$ cat config.mk
export PLATFORM = sky130hd
export DESIGN_NAME = serial_adder_n
export DESIGN_NICKNAME = d
export VERILOG_FILES = /design/src/rtl/serial_adder_n.sv
export SDC_FILE = /design/constraint.sdc
export NUM_CORES = 1
export LEC_CHECK = 0
export ABC_CLOCK_PERIOD_IN_PS = 3100
export BUFFER_PORTS_ARGS = -buffer_cell sky130_fd_sc_hd__buf_2
export CORE_MARGIN = 4
export CORE_UTILIZATION = 58
export DETAILED_ROUTE_END_ITERATION = 7
export GPL_TIMING_DRIVEN = 0
export HOLD_SLACK_MARGIN = 0.06
export PLACE_DENSITY_LB_ADDON = 0.05
export SYNTH_ARGS = -nofsm -noshare
export SYNTH_HDL_FRONTEND = slang
export SYNTH_SLANG_ARGS = --single-unit
$ cat constraint.sdc
create_clock -name clk -period 3.1 [get_ports clk]
set_clock_uncertainty 0.1 [all_clocks]
set_input_delay 0.465 -clock clk [delete_from_list [all_inputs] [get_ports clk]]
set_output_delay 0.465 -clock clk [all_outputs]
set_load 0.05 [all_outputs]
$ cat src/rtl/serial_adder_n.sv
// Purpose : bit-serial WIDTH-bit adder/subtractor built on one full-adder cell with a registered carry.
// Latency : DONE is high in the cycle after edge t0+WIDTH, where t0 is the edge that accepts START. One result every WIDTH+1 cycles.
// Backpress: START is ignored while BUSY. START in the DONE cycle is accepted, so operations can run back-to-back.
//
// Ports:
//   clk      rising-edge clock
//   rst_n    asynchronous active-low reset
//   start    request pulse, sampled only when not busy
//   mode     0 = x+y, 1 = x-y (sampled with start)
//   x, y     operands (sampled with start)
//   busy     high while bits are being processed
//   done     one-cycle pulse when sum/carry/overflow have been written
//   sum      result modulo 2^WIDTH, held until the next completion
//   carry    carry out (add) / no-borrow, i.e. x>=y unsigned (sub)
//   overflow signed two's-complement overflow of the last result
module serial_adder_n #(
    parameter int WIDTH = 8
) (
    input  logic             clk,
    input  logic             rst_n,
    input  logic             start,
    input  logic             mode,
    input  logic [WIDTH-1:0] x,
    input  logic [WIDTH-1:0] y,
    output logic             busy,
    output logic             done,
    output logic [WIDTH-1:0] sum,
    output logic             carry,
    output logic             overflow
);

    localparam int CNT_W = $clog2(WIDTH + 1);

    typedef enum logic [1:0] {
        IDLE = 2'd0,
        RUN  = 2'd1,
        FIN  = 2'd2
    } state_t;

    state_t state;
    state_t state_nxt;

    logic [WIDTH-1:0] a_sr;
    logic [WIDTH-1:0] b_sr;
    logic [WIDTH-1:0] res_sr;
    logic             c_reg;
    logic [CNT_W-1:0] cnt;

    logic             bit_s;
    logic             bit_cout;
    logic             last_bit;
    logic             accept;

    // Full-adder cell working on the LSBs of the operand shift registers.
    assign bit_s    = a_sr[0] ^ b_sr[0] ^ c_reg;
    assign bit_cout = (a_sr[0] & b_sr[0]) | (a_sr[0] & c_reg) | (b_sr[0] & c_reg);

    // This edge processes the MSB; c_reg currently holds the carry into the MSB.
    assign last_bit = (cnt == CNT_W'(WIDTH - 1));

    // A new operation is accepted from IDLE and from FIN alike.
    assign accept   = start && ((state == IDLE) || (state == FIN));

    assign busy = (state == RUN);
    assign done = (state == FIN);

    // State register.
    always_ff @(posedge clk or negedge rst_n) begin
        if (!rst_n) begin
            state <= IDLE;
        end else begin
            state <= state_nxt;
        end
    end

    // Next-state logic.
    always_comb begin
        state_nxt = state;
        case (state)
            IDLE:    state_nxt = start ? RUN : IDLE;
            RUN:     state_nxt = last_bit ? FIN : RUN;
            FIN:     state_nxt = start ? RUN : IDLE;
            default: state_nxt = IDLE;
        endcase
    end

    // Datapath: operand shifters, carry, bit counter and result registers.
    always_ff @(posedge clk or negedge rst_n) begin
        if (!rst_n) begin
            a_sr     <= '0;
            b_sr     <= '0;
            res_sr   <= '0;
            c_reg    <= 1'b0;
            cnt      <= '0;
            sum      <= '0;
            carry    <= 1'b0;
            overflow <= 1'b0;
        end else if (accept) begin
            // Subtraction is x + ~y + 1: invert y and seed the carry with 1.
            a_sr  <= x;
            b_sr  <= mode ? ~y : y;
            c_reg <= mode;
            cnt   <= '0;
        end else if (state == RUN) begin
            c_reg  <= bit_cout;
            res_sr <= {bit_s, res_sr[WIDTH-1:1]};
            a_sr   <= a_sr >> 1;
            b_sr   <= b_sr >> 1;
            cnt    <= cnt + CNT_W'(1);
            if (last_bit) begin
                // Outputs are only ever loaded with a complete result.
                sum      <= {bit_s, res_sr[WIDTH-1:1]};
                carry    <= bit_cout;
                overflow <= c_reg ^ bit_cout;
            end
        end
    end

endmodule

Word-level counts from Yosys, hierarchy flattened
Index checks and enable logic that the tools add are counted.
{"block": "classes", "n_addsub": 1, "eq_ne": 3, "muxes": 12, "bitwise": 10, "n_reduce_logical": 7}
{"cell": "2-to-1 mux 8 bit", "n": 5}
{"cell": "2-to-1 mux 4 bit", "n": 2}
{"cell": "NOT 8 bit", "n": 1}
{"cell": "adder 4 x 1 -> 4 bit (second input constant)", "n": 1}
{"cell": "== test 4 x 3 -> 1 bit (second input constant)", "n": 1}
{"cell": "one-hot mux 2 bit (2 select lines)", "n": 1}
{"cell": "bitwise AND 1 bit", "n": 3}
{"cell": "2-to-1 mux 1 bit", "n": 3}
{"cell": "AND reduction 3 bit", "n": 1}
{"cell": "XOR 1 bit", "n": 3}
{"cell": "== test 2 x 1 -> 1 bit (second input constant)", "n": 1}
{"cell": "== test 2 bit (second input constant)", "n": 1}
{"cell": "logical NOT 2 bit", "n": 1}
{"cell": "2-to-1 mux 2 bit", "n": 1}
{"cell": "bitwise OR 1 bit", "n": 2}
{"cell": "AND reduction 2 bit", "n": 1}
{"cell": "nonzero test 2 bit", "n": 1}
{"cell": "OR reduction 2 bit", "n": 1}
{"cell": "logical AND 1 bit", "n": 1}
{"cell": "logical OR 1 bit", "n": 1}
{"cell": "NOT 1 bit", "n": 1}
{"block": "totals", "reg_bits": 41, "in_bits": 20}

Depth between registers and ports, before layout
{"block": "logic_depth", "depth_word": 5, "depth_mapped": 6}

Least setup slack after synthesis
Ideal clock, no wire load.
{"block": "synth_timing", "kind": "register -> output", "start": "reg state[0]", "end": "out done", "arrival_time_ns": 1.082, "t_required_ns": 2.535, "slack_ns": 1.453, "stages_incl_launch_ff": 2, "cell_sequence": "dfrtp_1 nor2b_1"}
{"block": "synth_via", "elab_chain_cells": 1}
{"item": "start: declaration", "line_no": "40", "rtl": "state_t state;"}
{"item": "start signal: assignment", "line_no": "72", "rtl": "state <= state_nxt;"}
{"item": "== test 2 bit", "line_no": "65", "rtl": "assign done = (state == FIN);"}
{"item": "end: declaration", "line_no": "26", "rtl": "output logic done,"}
No other way between the ends.

Worst setup path after layout
{"block": "layout_timing", "start": "reg state[1]", "end": "out busy"}
{"block": "layout_via", "elab_chain_cells": 1}
{"item": "== test 2 x 1 -> 1 bit", "line_no": "64", "rtl": "assign busy = (state == RUN);"}
{"item": "end: declaration", "line_no": "25", "rtl": "output logic busy,"}
No other way between the ends.

==> impl_results.md <==
* Vias at 1353
* Drt first pass iters at 5
* Num CTS Buffers at 5
* Worst slew pin tran at 866 ps
* Highest Clock Rate at 464 MHz
* Clk sinks at 40
* Hold WC Path Type: in -> async
* Largest family of logic cells by synthesized area: simple AND/OR/NAND/NOR gates
* Nets at 234
* Count of hold-fix buffers inserted at cts at 0
* Mapped Cells at 175
* Count of final setup violators at 0
* Synth Area in Adders at 0.0183
* Pin count of the biggest net entering global routing at 41
* IO Pins at 32
* Worst setup path class: reg -> out
* Post-route setup TNS at 0 ps
* Reg clk slew, reported paths at 120 ps
* Synth cell types at 24
* CP max stage cell: dfrtp_1
* First-pass GRT wire length at 5960 microns
* Final worst setup slack at 943 ps
* Routed WL at 3490 microns
* Clock insertion delay at the later pin of the skew report at 360 ps
* Synth Area in XOR/XNOR at 0.0492
* Sequential fraction of the synthesis area at 0.562
* Chip width at 63.4 microns
* ANT nets after route at 0
* GPL Wtd Cong at 0.828
* CTS tree: yes
* CP most frequent cell: buf_2
* Worst Setup End Kind: output pin
* Area added between synthesis and finish at 15.1%
* DRC violations left at 0
* Max H-tree Level at 2
* Worst path required time at 2530 ps
* Static Leak at 0.00103 uW
* VDD IR max at 0.000720 V
* Synth Register Bits at 40
* Tot Pwr at 2320 uW
* Final hold vios at 0
* Post-layout min period at 2160 ps
* Rows at 19
* Via-to-Cell Ratio at 5.55
* Vias in the first global route at 1366
* CP arrival at 1590 ps
* Quantity of gates resized following cts at 0
* Max_slew headroom at 0.423
* Synth Area in Compound Gates at 0.0689
* GR Util All Layers at 0.192
* Post-route clock period utilization at 0.696
* 1st-iter DRT viols at 56
* Syn avg cell area at 10.2 sq um
* Biggest regs: a_sr (8), b_sr (8), sum (8)
* YS warnings at 0
* Antenna cells at 0
* Max-slew violation count at 0
* Max cap viols at 0
* DP HPWL at 2420 microns
* Crit-path cells: nand2b_1, buf_6, inv_2, buf_2, buf_2
* Post-synthesis mux area share at 0.0808
* Starting Density at 0.624
* Setup Fix Bufs, Post-CTS at 0
* Buf/Inv on CP at 4
* RSZ-0062 raised after global routing: no
* IO buf count at 30
* Core area at 0.00285 sq mm
* Critical path's largest stage delay at 390 ps
* Syn nets at 197
* Die ar. at 0.00402 sq mm
* Crit-path leading delay family: buffers and inverters
* Worst setup SP type: flip-flop
* Fill count at 226
* CP max FO at 10
* Clock tree buffer depth at 2
* Status: finished clean
* Root Driver: clkbuf_4
* Global route overflow at 0
* Fraction of layout cells with a size suffix above 1 at 0.277
* Die height at 63.4 microns
* Mapped cell area at 0.00178 sq mm
* PwrDens at 1130 mW/mm^2
* Avg WL per Cell at 14.3 microns
* Placement-stage worst setup slack at 1350 ps
* Antenna violations before repair at 0
* Simple-gate share of the synthesized area at 0.181
-- worst register-to-register path, cell delays in order, from the launching register on --
cell and delay (ps):
dfrtp_1 410, ha_1 210, nand2_1 120, nor3_4 150
buf_6 180, mux2_2 350
-- synth_stat cells --
cell type  count  area share
nand3_1        1      0.0028
nor3_4         1      0.0091
mux2_2        11       0.070
nand2b_1       2      0.0070
xor2_1         9       0.044
buf_2          5       0.014
nand2_1       56        0.12
a21oi_1        1      0.0028
inv_2          1      0.0021
nand4_1        1      0.0035
xnor2_1        1      0.0049
clkbuf_1       3      0.0063
a22o_1         2      0.0098
buf_4          1      0.0042
dfrtp_1       40        0.56
ha_1           1      0.0070
o21ai_0        1      0.0028
a22oi_1        1      0.0042
buf_6          2       0.013
nor2_1        16       0.034
nor2b_1        2      0.0070
a31oi_1       14       0.049
fa_1           1       0.011
mux2i_1        2       0.011
-- per-stage QoR --
stage                     hold slack [ps]  std cells  utilization  area (sq um)
after global routing                  172        244        0.718          2050
after global placement                358        236        0.690          1970
after CTS                             137        244        0.718          2050
after detailed placement              364        236        0.690          1970
final                                 107        244        0.718          2050
after floorplan                      69.4        175            -          1780
-- layout make-up --
type	count	area, sq um	share of cell area
clock buffers	5	37.5	0.0183
multi-input cells	123	709	0.346
clock inverters	3	42.5	0.0208
flip-flops and latches	40	1000	0.488
plain buffers	11	66.3	0.0324
repair buffers	30	150	0.0733
inverters	1	3.75	0.00183
well taps	31	38.8	0.0189
-- cells by family (layout without fill, tap and decap cells) --
kind of cell,Yosys count,count (layout)
simple gates,79,79
flops,40,40
compound gates,19,19
mux,13,13
buf+inv,12,50
xor+xnor,10,10
fa+ha+maj,2,2
-- worst paths after layout --
kind / startpoint / slack (ps) / cells after the start / endpoint
worst max-delay path: state[1] / 940 / 5 / busy
worst min-delay path: rst_n / 110 / 1 / cnt[2]
worst max register to register: cnt[0] / 1480 / 5 / sum[6]
worst min register to register: res_sr[1] / 390 / 2 / res_sr[1]
max in group asynchronous: rst_n / 2250 / 1 / res_sr[7]
min in group clk: x[0] / 230 / 3 / a_sr[0]
-- power by group --
group / internal [uW] / switching [uW]
Sequential: 764 / 150
Clock: 168 / 176
Combinational: 377 / 681
Total: 1310 / 1010
-- placed cells by master, fill, tap and decap left out, drive strengths merged, types with 2 or more instances in the layout --
cell    count
nand2b      2
nor2b       2
nor2       16
buf        38
xor2        9
dfrtp      40
a31oi      14
mux2       11
clkbuf      8
nand2      56
a22o        2
mux2i       2
-- layer usage --
metal,GRT usage,vias to the layer above,wire length [microns],part of all wire
li1,-,645,-,-
met3,0.0622,7,202,0.058
met2,0.319,33,1750,0.50
met1,0.238,668,1500,0.43
met5,0,-,0,0
met4,0.0566,0,37,0.011
(Power assumes the default switching activity.)
